===== config.mk =====
export PLATFORM = sky130hd
export DESIGN_NAME = iddr_deser_flat
export DESIGN_NICKNAME = d
export VERILOG_FILES = /design/src/rtl/iddr_deser_pkg.sv /design/src/rtl/iddr_deser_if.sv /design/src/rtl/iddr_deser_align.sv /design/src/rtl/iddr_deser.sv /design/src/flat_wrapper.sv
export SDC_FILE = /design/constraint.sdc
export NUM_CORES = 1
export LEC_CHECK = 0
export CORE_UTILIZATION = 40
export DETAILED_ROUTE_END_ITERATION = 7
export PLACE_DENSITY_LB_ADDON = 0.1
export REMOVE_ABC_BUFFERS = 1
export SLEW_MARGIN = 0
export SYNTH_ARGS = -nofsm -noshare
export SYNTH_HDL_FRONTEND = slang
export SYNTH_HIERARCHICAL = 1
export SYNTH_SLANG_ARGS = --single-unit

===== constraint.sdc =====
create_clock -name C -period 1.6 [get_ports C]
set_clock_uncertainty 0.05 [all_clocks]
set_input_delay 0.32 -clock C [delete_from_list [all_inputs] [get_ports C]]
set_output_delay 0.32 -clock C [all_outputs]
set_load 0.01 [all_outputs]

===== src/rtl/iddr_deser_pkg.sv =====
// Shared types and constants for the IDDR deserializer.
//   state_e    : slip FSM state (RUN, SLIP, GUARD)
//   GCNT_W     : guard counter width
//   MCNT_W     : training match counter width
//   width_ok() : legality check for the WIDTH parameter (even, 4..16)
package iddr_deser_pkg;

  typedef enum logic [1:0] {
    ST_RUN   = 2'd0,
    ST_SLIP  = 2'd1,
    ST_GUARD = 2'd2
  } state_e;

  localparam int GCNT_W = 4;
  localparam int MCNT_W = 4;

  function automatic bit width_ok(input int w);
    return (w >= 4) && (w <= 16) && ((w % 2) == 0);
  endfunction

endpackage


===== src/rtl/iddr_deser_if.sv =====
// Bus bundle between the IDDRE1 capture stage / link layer and the deserializer.
//   EN, Q1, Q2    : sample enable and rising/falling-edge bit pair
//   BITSLIP       : single-cycle slip request
//   TRAIN         : link is sending the training word
//   DOUT, DVALID  : assembled word (MSB = earliest bit) and its strobe
//   SLIP_BUSY     : slip in progress or guard active
//   LOCKED        : auto-alignment achieved
interface iddr_deser_if #(parameter int WIDTH = 8);
  logic             EN;
  logic             Q1;
  logic             Q2;
  logic             BITSLIP;
  logic             TRAIN;
  logic [WIDTH-1:0] DOUT;
  logic             DVALID;
  logic             SLIP_BUSY;
  logic             LOCKED;

  modport master (output EN, Q1, Q2, BITSLIP, TRAIN,
                  input  DOUT, DVALID, SLIP_BUSY, LOCKED);
  modport slave  (input  EN, Q1, Q2, BITSLIP, TRAIN,
                  output DOUT, DVALID, SLIP_BUSY, LOCKED);
endinterface


===== src/rtl/iddr_deser_align.sv =====
// Training-word comparator for auto-alignment (IDDR_DESER_AUTOALIGN_EN builds).
//   clk, rst_n   : clock, async active-low reset
//   word_stb_i   : a word is being emitted while the slip FSM is in RUN
//   word_i       : that word
//   train_i      : link is sending the training pattern
//   ext_slip_i   : accepted external BITSLIP (drops lock)
//   auto_slip_o  : request a slip, same cycle as the mismatching word
//   locked_o     : MATCH_COUNT consecutive matches seen
module iddr_deser_align
  import iddr_deser_pkg::*;
#(
  parameter int               WIDTH         = 8,
  parameter logic [WIDTH-1:0] TRAIN_PATTERN = WIDTH'(8'h5C),
  parameter int               MATCH_COUNT   = 4
) (
  input  logic             clk,
  input  logic             rst_n,
  input  logic             word_stb_i,
  input  logic [WIDTH-1:0] word_i,
  input  logic             train_i,
  input  logic             ext_slip_i,
  output logic             auto_slip_o,
  output logic             locked_o
);

  logic [MCNT_W-1:0] mcnt_q, mcnt_d;
  logic              locked_q, locked_d;
  logic              check;

  // Once locked the comparator goes quiet; only reset or BITSLIP re-arms it.
  assign check       = word_stb_i && train_i && !locked_q;
  assign auto_slip_o = check && (word_i != TRAIN_PATTERN);
  assign locked_o    = locked_q;

  always_comb begin
    mcnt_d   = mcnt_q;
    locked_d = locked_q;
    if (ext_slip_i) begin
      mcnt_d   = '0;
      locked_d = 1'b0;
    end else if (check) begin
      if (word_i != TRAIN_PATTERN) begin
        mcnt_d = '0;
      end else begin
        mcnt_d = mcnt_q + 1'b1;
        if (mcnt_q == MCNT_W'(MATCH_COUNT - 1)) locked_d = 1'b1;
      end
    end
  end

  always_ff @(posedge clk or negedge rst_n) begin
    if (!rst_n) begin
      mcnt_q   <= '0;
      locked_q <= 1'b0;
    end else begin
      mcnt_q   <= mcnt_d;
      locked_q <= locked_d;
    end
  end

endmodule


===== src/rtl/iddr_deser.sv =====
// 1:WIDTH deserializer behind an IDDRE1: packs (Q1,Q2) pairs into WIDTH-bit
// words with a bitslip FSM for word alignment.
//   C, R_N : clock (shared with IDDRE1), async active-low reset
//   bus    : iddr_deser_if slave (EN/Q1/Q2/BITSLIP/TRAIN in, DOUT/DVALID/SLIP_BUSY/LOCKED out)
// Optional: define IDDR_DESER_AUTOALIGN_EN to add training-pattern auto-align;
// without it LOCKED is 0 and TRAIN is ignored.
module iddr_deser
  import iddr_deser_pkg::*;
#(
  parameter int               WIDTH         = 8,
  parameter int               SLIP_GUARD    = 4,
  parameter logic [WIDTH-1:0] TRAIN_PATTERN = WIDTH'(8'h5C),
  parameter int               MATCH_COUNT   = 4
) (
  input logic         C,
  input logic         R_N,
  iddr_deser_if.slave bus
);

  localparam int             CNT_W    = (WIDTH / 2 > 1) ? $clog2(WIDTH / 2) : 1;
  localparam logic [CNT_W-1:0] CNT_LAST = CNT_W'(WIDTH / 2 - 1);

  if (!width_ok(WIDTH)) begin : g_bad_width
    $error("iddr_deser: WIDTH must be even and within 4..16");
  end

  state_e            state_q, state_d;
  logic [GCNT_W-1:0] gcnt_q, gcnt_d;
  logic              off_q, off_d;
  logic [WIDTH:0]    hist_q, hist_d;
  logic [CNT_W-1:0]  cnt_q, cnt_d;
  logic [WIDTH-1:0]  dout_q, dout_d;
  logic              dvalid_q, dvalid_d;
  logic              hold, boundary, slip_req, ext_slip, auto_slip, locked;

  // Leaving offset 1 pulls the boundary by a whole pair: cnt stalls one cycle.
  assign hold     = (state_q == ST_SLIP) && off_q;
  assign ext_slip = bus.BITSLIP && (state_q == ST_RUN);
  assign slip_req = bus.BITSLIP || auto_slip;

  always_comb begin
    hist_d   = hist_q;
    cnt_d    = cnt_q;
    dout_d   = dout_q;
    boundary = 1'b0;
    if (bus.EN) begin
      hist_d = {hist_q[WIDTH-2:0], bus.Q1, bus.Q2};
      if (!hold) begin
        if (cnt_q == CNT_LAST) begin
          boundary = 1'b1;
          cnt_d    = '0;
          // Offset 1 takes the window one bit older (last bit of previous pair set).
          dout_d   = off_q ? hist_d[WIDTH:1] : hist_d[WIDTH-1:0];
        end else begin
          cnt_d = cnt_q + 1'b1;
        end
      end
    end
    // Blanking keys off the current state so a word coinciding with a slip
    // request in RUN is still delivered.
    dvalid_d = boundary && (state_q == ST_RUN);
  end

  always_comb begin
    state_d = state_q;
    gcnt_d  = gcnt_q;
    off_d   = off_q;
    case (state_q)
      ST_RUN:   if (slip_req) state_d = ST_SLIP;
      ST_SLIP: begin
        off_d   = ~off_q;
        gcnt_d  = GCNT_W'(SLIP_GUARD);
        state_d = ST_GUARD;
      end
      ST_GUARD: begin
        gcnt_d = gcnt_q - 1'b1;
        if (gcnt_q == GCNT_W'(1)) state_d = ST_RUN;
      end
      default:  state_d = ST_RUN;
    endcase
  end

  always_ff @(posedge C or negedge R_N) begin
    if (!R_N) begin
      state_q  <= ST_RUN;
      gcnt_q   <= '0;
      off_q    <= 1'b0;
      hist_q   <= '0;
      cnt_q    <= '0;
      dout_q   <= '0;
      dvalid_q <= 1'b0;
    end else begin
      state_q  <= state_d;
      gcnt_q   <= gcnt_d;
      off_q    <= off_d;
      hist_q   <= hist_d;
      cnt_q    <= cnt_d;
      dout_q   <= dout_d;
      dvalid_q <= dvalid_d;
    end
  end

`ifdef IDDR_DESER_AUTOALIGN_EN
  iddr_deser_align #(
    .WIDTH         (WIDTH),
    .TRAIN_PATTERN (TRAIN_PATTERN),
    .MATCH_COUNT   (MATCH_COUNT)
  ) u_align (
    .clk         (C),
    .rst_n       (R_N),
    .word_stb_i  (dvalid_d),
    .word_i      (dout_d),
    .train_i     (bus.TRAIN),
    .ext_slip_i  (ext_slip),
    .auto_slip_o (auto_slip),
    .locked_o    (locked)
  );
`else
  assign auto_slip = 1'b0;
  assign locked    = 1'b0;
  logic unused_cfg;
  assign unused_cfg = bus.TRAIN ^ ext_slip ^ (^TRAIN_PATTERN) ^ (MATCH_COUNT != 0);
`endif

  assign bus.DOUT      = dout_q;
  assign bus.DVALID    = dvalid_q;
  assign bus.SLIP_BUSY = (state_q != ST_RUN);
  assign bus.LOCKED    = locked;

endmodule


===== src/flat_wrapper.sv =====
// flat-port wrapper written by rule: the top's interface ports become plain ports
module iddr_deser_flat import iddr_deser_pkg::*;
#(
  parameter int               WIDTH         = 8,
  parameter int               SLIP_GUARD    = 4,
  parameter logic [WIDTH-1:0] TRAIN_PATTERN = WIDTH'(8'h5C),
  parameter int               MATCH_COUNT   = 4
)
  (C, R_N, bus_EN, bus_Q1, bus_Q2, bus_BITSLIP, bus_TRAIN, bus_DOUT, bus_DVALID, bus_SLIP_BUSY, bus_LOCKED);
  iddr_deser_if #(.WIDTH(WIDTH)) bus_i ();
  input logic C;
  input logic R_N;
  input wire logic [$bits(bus_i.EN)-1:0] bus_EN;
  input wire logic [$bits(bus_i.Q1)-1:0] bus_Q1;
  input wire logic [$bits(bus_i.Q2)-1:0] bus_Q2;
  input wire logic [$bits(bus_i.BITSLIP)-1:0] bus_BITSLIP;
  input wire logic [$bits(bus_i.TRAIN)-1:0] bus_TRAIN;
  output wire logic [$bits(bus_i.DOUT)-1:0] bus_DOUT;
  output wire logic [$bits(bus_i.DVALID)-1:0] bus_DVALID;
  output wire logic [$bits(bus_i.SLIP_BUSY)-1:0] bus_SLIP_BUSY;
  output wire logic [$bits(bus_i.LOCKED)-1:0] bus_LOCKED;
  assign bus_i.EN = bus_EN;
  assign bus_i.Q1 = bus_Q1;
  assign bus_i.Q2 = bus_Q2;
  assign bus_i.BITSLIP = bus_BITSLIP;
  assign bus_i.TRAIN = bus_TRAIN;
  assign bus_DOUT = bus_i.DOUT;
  assign bus_DVALID = bus_i.DVALID;
  assign bus_SLIP_BUSY = bus_i.SLIP_BUSY;
  assign bus_LOCKED = bus_i.LOCKED;
  iddr_deser #(.WIDTH(WIDTH), .SLIP_GUARD(SLIP_GUARD), .TRAIN_PATTERN(TRAIN_PATTERN), .MATCH_COUNT(MATCH_COUNT)) u_core (.C(C), .R_N(R_N), .bus(bus_i));
endmodule

==> results of run 1 <==
[stage by stage]
step                power [mW]  setup TNS [ns]  cell area [um^2]  worst slack (ns)  cells
floorplan                 1.83               0              1180            0.0418     94
CTS                       2.81               0              1550           0.00373    162
global route              3.03         -0.0356              1560           -0.0356    163
finish                    2.79               0              1560            0.0101    163
global placement          2.39               0              1470          0.000727    153
detailed placement        2.45         -0.0444              1470           -0.0362    153
[path summary, 6_finish.rpt]
| check | from | to | cells after the start |
|---|---|---|---|
| worst max-delay path | u_core/gcnt_q[1]$_DFFE_PN0P_ | u_core/state_q[1]$_DFFE_PN0P_ | 5 |
| worst min-delay path | R_N | u_core/bus.DOUT[7]$_DFFE_PN0P_ | 2 |
| worst max register to register | u_core/gcnt_q[1]$_DFFE_PN0P_ | u_core/state_q[1]$_DFFE_PN0P_ | 5 |
| worst min register to register | u_core/hist_q[6]$_DFFE_PN0P_ | u_core/hist_q[6]$_DFFE_PN0P_ | 1 |
| max in group asynchronous | R_N | u_core/gcnt_q[3]$_DFFE_PN0P_ | 2 |
| min in group C | u_core/hist_q[6]$_DFFE_PN0P_ | u_core/hist_q[6]$_DFFE_PN0P_ | 1 |
[layout make-up]
type / count / share of cell area (%)
inverters: 6 / 1.44
clock buffers: 3 / 1.44
well taps: 31 / 2.48
repair buffers: 34 / 18.3
multi-input cells: 63 / 36.0
clock inverters: 1 / 0.320
flip-flops and latches: 25 / 40.0
[per-layer routing]
layer,part of all wire (%),routed length (um),up-vias
met5,0,0,-
met4,0.89,19,0
met3,2.6,55,2
met2,45,965,14
met1,51,1100,390
li1,-,-,424
[synth_stat cells (all sizes together)]
cell type	number	area share [%]
a311oi	1	0.71
mux2	10	9.2
nor2	3	0.92
nand3b	1	0.61
or3	1	0.51
dfrtp	25	51
nand3	4	1.6
a21boi	1	1.5
o221ai	1	0.71
and3	1	0.51
o21ai	3	1.2
buf	5	3.2
a31oi	8	4.6
mux2i	8	6.5
or3b	1	0.92
a21oi	10	4.4
xor2	1	0.71
inv	6	1.8
conb	1	0.31
a2bb2oi	1	1.2
ha	7	7.1
clkbuf	2	0.61
[placed cells by master, fill, tap and decap left out, drive strengths merged]
master,instances
a2bb2oi,1
or3b,1
clkdlybuf4s50,6
nand3b,1
dfrtp,25
mux2i,8
a31oi,8
o221ai,1
or3,1
ha,7
conb,1
mux2,10
nor2,3
dlymetal6s2s,1
clkinv,1
nand3,4
o21ai,3
a311oi,1
clkbuf,3
buf,20
a21boi,1
inv,6
a21oi,10
dlygate4sd2,7
xor2,1
and3,1
[report_power, final]
group	switching, mW	leakage (nW)	internal (mW)
combinational	0.676	0.398	0.793
sequential	0.162	0.295	0.872
clock	0.198	0.0177	0.0937
[sequential cells by signal, indices dropped and copies added (netlist names)]
name and cells:
u_core/bus.DOUT 8, u_core/hist_q 7, u_core/gcnt_q 4, u_core/cnt_q 2, u_core/state_q 2, u_core/bus.DVALID 1, u_core/off_q 1
[timing repair]
item,CTS,global route
buffers inserted,5,0
gates resized for setup,19,4
gates cloned,0,1
setup endpoints to repair,10,9
pin swaps,1,1
[logic make-up after synthesis]
family / Yosys count / synth area share, %
flops: 25 / 51.0
fa+ha+maj: 7 / 7.14
mux: 18 / 15.7
simple gates: 11 / 5.10
other cells: 1 / 0.306
buf+inv: 13 / 5.61
xor+xnor: 1 / 0.714
compound gates: 25 / 14.4
==> impl_metrics.yaml, run 1 <==
setup_path:
  cp.required_ns: 1.77
  crit_path_cell_trace: "inv_2 -> ha_4 -> or3b_4 -> a2bb2oi_2 -> mux2_4"
  rrSetupSlack_ns: 0.01
  start_kind: "flip-flop"
  cpLargestDelayFamily: "flip-flops"
  crit_arrival_ns: 1.76
  slowest_delay_ns: 0.41
  critical_path_class: "reg -> reg"
  endpoint_kind: "flip-flop"
  crit_slowest_cell: "dfrtp_1"
  path_buf_inv: 1
  crit_fanout: 2
global_routing:
  top_usage_layer: "met1"
  grt-ovfl-total: 0
  grt_use_met1_pct: 22.3
  antenna_found_initial: 0
  grt_pass1_vias: 797
  grt_max_degree: 26
  grt_use_met3_pct: 2.04
  grt_pass1_wl_um: 3690
  globalRouteMet2Util_pct: 20.9
  track_usage_pct: 14.7
clock_tree:
  post_cts_hold_buffer_count: 0
  clk_pin_slew_ns: 0.15
  numCtsBuffers: 3
  clockBufferDepth: 2
  cts_tree: "built"
  h-tree-depth: 1
  cts_root_buf: "clkbuf_4"
  numClockSinks: 25
  clock_latency_ns: 0.32
detailed_routing:
  routed_via_density: 5.09
  drt-initial-drc-count: 22
  wirelength_um: 2140
  drc: 4
  antenna_left: 0
  vias: 830
  drtPass1Iterations: 6
  routedWlPerCell_um: 13.2
yosys:
  ys_seq_area_share_pct: 51.0
  netlist_instances: 101
  ys_ff_latch: 25
  synth_area_um2: 1230
  synth_area_per_cell_um2: 12.1
  ys_warn_count: 6
  ys_types: 27
cells_and_area:
  final_nets: 147
  n_fill_cell: 262
  multiInputGateArea_um2: 563
  utilization_pct: 55.3
  synthToLayoutAreaGrowth_pct: 27.6
  antenna_cells: 0
  drive_gt1_share_pct: 34.1
  register_area_um2: 626
pwr:
  powerDensity_nw_per_um2: 1790
  p_leak_nw: 0.711
  ir_worst_vdd_v: 0.000871
status:
  violations: "design-rule violations"
  outcome: "finished, violations left"
timing:
  period_share_pct: 99.4
  finalMaxSlewViolations: 0
  finalSetupViolations: 0
  hold_viol: 0
  hold-worst-slack_ns: 0.287
  fin_crit_ns: 1.59
  rsz0062_at_grt: "true"
  max_freq_mhz: 629
floorplanning:
  die_area_um2: 3290
  coreArea_um2: 2830
  die_x_um: 57.4
  start_util_pct: 43.3
  ioPinCount: 18
  rows: 19
  fp.dieH_um: 57.4
placed_design:
  io_buffers: 15
  hpwl_um: 1520
  gp_congestion: 0.745
job:
  drv_cap: 0
min_path:
  hold_class: "in -> async"
Power figures use the tool's default switching activity.
==> inputs of run 2 (changes only) <==
PLACE_DENSITY = 0.67   (was unset)
PLACE_DENSITY_LB_ADDON = unset   (was 0.1)
==> run 2 against run 1 <==
Effect of this change: core utilization unchanged; highest routed layer unchanged; largest cell class unchanged; the run still ends with design-rule violations left; design area unchanged; first-iteration DRC count is 150% higher; total power decreased by 0.90%; via count up 2.7%; flip-flop and latch count did not move; worst hold slack better by 0.0063 ns; worst setup slack better by 0.00077 ns; largest power group unchanged; fmax about the same; critical path depth is the same; register-to-register slack barely moved.
==> impl_metrics.yaml, run 2 (synthesized netlist as in run 1, its figures left out) <==
status:
  outcome: "finished, violations left"
  violations: "design-rule violations"
clock_tree:
  numClockSinks: 25
  h-tree-depth: 1
  clk_pin_slew_ns: 0.13
  post_cts_hold_buffer_count: 0
  cts_root_buf: "clkbuf_4"
  numCtsBuffers: 3
  clock_latency_ns: 0.31
  cts_tree: "built"
  clockBufferDepth: 2
global_routing:
  grt-ovfl-total: 0
  track_usage_pct: 14.6
  grt_pass1_wl_um: 3680
  grt_max_degree: 26
  antenna_found_initial: 0
  grt_pass1_vias: 832
setup_path:
  r2r-start: "u_core/gcnt_q[1]$_DFFE_PN0P_"
  crit_start: "u_core/gcnt_q[1]$_DFFE_PN0P_"
  endpoint_kind: "flip-flop"
  crit_fanout: 2
  crit_arrival_ns: 1.75
  cp.required_ns: 1.76
  start_kind: "flip-flop"
  critical_path_class: "reg -> reg"
timing:
  max_freq_mhz: 629
  fin_crit_ns: 1.59
  finalSetupViolations: 0
  finalMaxSlewViolations: 0
  hold_viol: 0
  period_share_pct: 99.3
  rsz0062_at_grt: "true"
  hold-worst-slack_ns: 0.294
cells_and_area:
  synthToLayoutAreaGrowth_pct: 27.6
  final_cells: 163
  final_nets: 147
  layout_commonest_cell: "dfrtp_1"
  antenna_cells: 0
  final_cell_mix: "dfrtp_1, buf_4, mux2_2, a21oi_1, mux2i_1"
  largest_reg_flops: 8
  drive_gt1_share_pct: 33.3
  fin_area_um2: 1560
detailed_routing:
  drtPass1Iterations: 6
  drc: 4
  routedWlPerCell_um: 12.9
  antenna_left: 0
  wirelength_um: 2100
  drt-initial-drc-count: 54
  routed_via_density: 5.23
  vias: 852
floorplanning:
  start_util_pct: 43.3
  ioPinCount: 18
  die_area_um2: 3290
  coreArea_um2: 2830
  fp.dieH_um: 57.4
  die_x_um: 57.4
  rows: 19
placed_design:
  io_buffers: 15
  gp_congestion: 0.754
  dp_cells: 153
  hpwl_um: 1470
  place_area_um2: 1470
pwr:
  total_power_mw: 2.77
  p_leak_nw: 0.740
  ir_worst_vdd_v: 0.000521
  powerDensity_nw_per_um2: 1770
job:
  drv_cap: 0
min_path:
  hold_class: "in -> async"
run 2: power by group:
part	total (mW)	internal (mW)	switching, mW
clock network	0.274	0.0933	0.180
registers	1.03	0.872	0.157
logic	1.47	0.774	0.693
total	2.77	1.74	1.03
run 2: worst max-delay path, cell delays in order, from the launching register on:
cell,delay (ns)
dfrtp_1,0.40
inv_2,0.08
ha_4,0.11
or3b_4,0.37
a2bb2oi_2,0.17
mux2_4,0.31
run 2: final cells by class:
cell class | instances | area [um^2]
flip-flops and latches | 25 | 626
repair buffers | 34 | 297
clock inverters | 1 | 5.00
inverters | 6 | 22.5
multi-input cells | 63 | 553
well taps | 31 | 38.8
fillers | 245 | 1260
clock buffers | 3 | 22.5
run 2: final timing paths:
check | end | slack [ns] | cells past startpoint
max | u_core/state_q[1]$_DFFE_PN0P_ | 0.01 | 5
min | u_core/hist_q[0]$_DFFE_PN0P_ | 0.29 | 2
max reg2reg | u_core/state_q[1]$_DFFE_PN0P_ | 0.01 | 5
min reg2reg | u_core/cnt_q[1]$_DFFE_PN0P_ | 0.48 | 1
max in group asynchronous | u_core/state_q[0]$_DFFE_PN0P_ | 0.97 | 2
min in group C | u_core/cnt_q[1]$_DFFE_PN0P_ | 0.48 | 1
run 2: repair_timing:
action,in CTS,in global routing
gates cloned,0,1
gates resized for setup,9,13
setup buffers,2,3
pin swaps,1,2
endpoints found under the setup margin,8,13
run 2: metal layers:
| layer | track usage, % | vias to the layer above | share of wire, % |
|---|---|---|---|
| met5 | 0 | - | 0 |
| met4 | 6.27 | 0 | 1.3 |
| met3 | 2.72 | 2 | 2.7 |
| met2 | 24.4 | 13 | 51 |
| met1 | 18.4 | 415 | 45 |
| li1 | - | 422 | - |
run 2: metrics by stage:
step	setup slack (ns)	TNS (ns)	utilization, %
final	0.0108	0	55.3
after global placement	0.00978	0	51.8
after detailed placement	-0.0221	-0.0552	51.8
after global routing	-0.0448	-0.0502	55.3
after floorplan	0.0418	0	-
after CTS	0.00520	0	52.9
==> inputs of run 3 (changes only) <==
--- a/config.mk
+++ b/config.mk
@@ -6,4 +6,5 @@
 export NUM_CORES = 1
 export LEC_CHECK = 0
+export CAP_MARGIN = 20
 export CORE_UTILIZATION = 40
 export DETAILED_ROUTE_END_ITERATION = 7
==> constraint.sdc (replaced) <==
create_clock -name C -period 1.6 [get_ports C]
set_clock_uncertainty 0.05 [all_clocks]
set_input_delay 0.16 -clock C [delete_from_list [all_inputs] [get_ports C]]
set_output_delay 0.16 -clock C [all_outputs]
set_load 0.01 [all_outputs]
==> run 3 against run 2 <==
Effect of this change: the run still ends with design-rule violations left; via count down 3.4%; sequential share of layout area grew 0.39 points; clock-buffer cell count unchanged; register-to-register slack hardly changed; routed wire length is 0.43% higher; worst hold slack got worse by 0.17 ns; combinational power about the same; total power rose by 1.8%; first-iteration DRC count down 57%; die area stayed put; largest cell class unchanged; highest routed layer unchanged.
==> impl_metrics.yaml, run 3 (synthesized netlist as in run 1, its figures left out) <==
placed_design:
  io_buffers: 15
  dp_slack_ns: -0.0185
  hpwl_um: 1550
  gp_congestion: 0.724
clock_tree:
  post_cts_hold_buffer_count: 0
  numCtsBuffers: 3
  clock_latency_ns: 0.32
  numClockSinks: 25
  cts_tree: "built"
  clockBufferDepth: 2
  h-tree-depth: 1
  cts_root_buf: "clkbuf_4"
  clk_pin_slew_ns: 0.14
global_routing:
  track_usage_pct: 15.1
  grt_pass1_wl_um: 3790
  grt_max_degree: 26
  grt_pass1_vias: 882
  antenna_found_initial: 0
  grt-ovfl-total: 0
detailed_routing:
  drtPass1Iterations: 6
  routed_via_density: 5.21
  drc: 2
  vias: 823
  wirelength_um: 2110
  routedWlPerCell_um: 13.3
  drt-initial-drc-count: 23
  antenna_left: 0
timing:
  hold_viol: 0
  period_share_pct: 99.9
  finalSetupTns_ns: 0
  rsz0062_at_grt: "true"
  finalSetupViolations: 0
  setup_ws_ns: 0.00221
  fin_crit_ns: 1.60
  finalMaxSlewViolations: 0
  max_freq_mhz: 626
pwr:
  p_leak_nw: 0.679
  ir_worst_vdd_v: 0.000531
  total_power_mw: 2.82
  powerDensity_nw_per_um2: 1820
setup_path:
  endpoint_kind: "flip-flop"
  path_buf_inv: 1
  crit_slowest_cell: "dfrtp_1"
  critical_path_class: "reg -> reg"
  slowest_delay_ns: 0.41
  crit_fanout: 2
  crit_arrival_ns: 1.76
  cpLargestDelayFamily: "flip-flops"
  cp.required_ns: 1.77
  crit_path_cell_trace: "inv_2 -> ha_4 -> or3b_4 -> a2bb2oi_2 -> mux2_4"
  start_kind: "flip-flop"
cells_and_area:
  utilization_pct: 54.8
  largest_reg_flops: 8
  register_area_um2: 626
  final_nets: 142
  final_cell_mix: "dfrtp_1, clkdlybuf4s50_1, buf_4"
  n_fill_cell: 248
  antenna_cells: 0
  multiInputGateArea_um2: 573
  drive_gt1_share_pct: 32.3
  layout_commonest_cell: "dfrtp_1"
  synthToLayoutAreaGrowth_pct: 26.3
floorplanning:
  die_x_um: 57.4
  rows: 19
  coreArea_um2: 2830
  start_util_pct: 43.3
  die_area_um2: 3290
  fp.dieH_um: 57.4
  ioPinCount: 18
status:
  outcome: "finished, violations left"
  violations: "design-rule violations"
min_path:
  hold_class: "in -> async"
job:
  drv_cap: 0
## run 3: cell types whose count changed in the layout (fill, tap and decap cells not counted), sizes merged
| cell | delta |
|---|---|
| clkinv | -1 |
| inv | +1 |
| clkdlybuf4s50 | +9 |
| dlygate4sd2 | -4 |
| dlymetal6s2s | -4 |
| buf | -6 |
## run 3: area by class of cell
class | instances | area share (%)
Sequential cell | 25 | 40.4
Multi-Input combinational cell | 63 | 37.0
Timing Repair Buffer | 29 | 16.6
Tap cell | 31 | 2.50
Clock buffer | 3 | 1.45
Inverter | 6 | 1.45
Clock inverter | 1 | 0.565
## run 3: worst paths after layout
| path | slack [ns] | startpoint | endpoint | cells past startpoint |
|---|---|---|---|---|
| worst max-delay path | 0.002 | u_core/gcnt_q[1]$_DFFE_PN0P_ | u_core/state_q[1]$_DFFE_PN0P_ | 5 |
| worst min-delay path | 0.13 | R_N | u_core/hist_q[0]$_DFFE_PN0P_ | 2 |
| worst max register to register | 0.002 | u_core/gcnt_q[1]$_DFFE_PN0P_ | u_core/state_q[1]$_DFFE_PN0P_ | 5 |
| worst min register to register | 0.48 | u_core/cnt_q[1]$_DFFE_PN0P_ | u_core/cnt_q[1]$_DFFE_PN0P_ | 1 |
| max in group asynchronous | 1.13 | R_N | u_core/gcnt_q[3]$_DFFE_PN0P_ | 2 |
| min in group C | 0.43 | bus_Q2 | u_core/hist_q[0]$_DFFE_PN0P_ | 2 |
## run 3: through the flow
stage          instance area (um^2)  instances  hold WS [ns]
4_1_cts                        1480        154         0.126
5_1_grt                        1550        158         0.159
3_3_place_gp                   1420        147         0.444
2_1_floorplan                  1180         94        -0.186
6_report                       1550        158         0.125
3_5_place_dp                   1420        147         0.454
## run 3: report_power, final
part | total, mW | internal [mW] | switching, mW
logic | 1.48 | 0.799 | 0.680
clock network | 0.295 | 0.102 | 0.193
registers | 1.04 | 0.872 | 0.172
total | 2.82 | 1.77 | 1.05
## run 3: timing repair
action | 4_1_cts | 5_1_grt
pin swaps | 1 | 2
resized for setup | 4 | 9
setup endpoints to repair | 2 | 8
setup buffers | 3 | 4
## run 3: routing by layer
metal  routed length, um  global-route usage [%]
met1                 949                    17.8
met2                1090                    26.4
met3                  29                    2.72
met4                  34                    7.32
met5                   0                       0
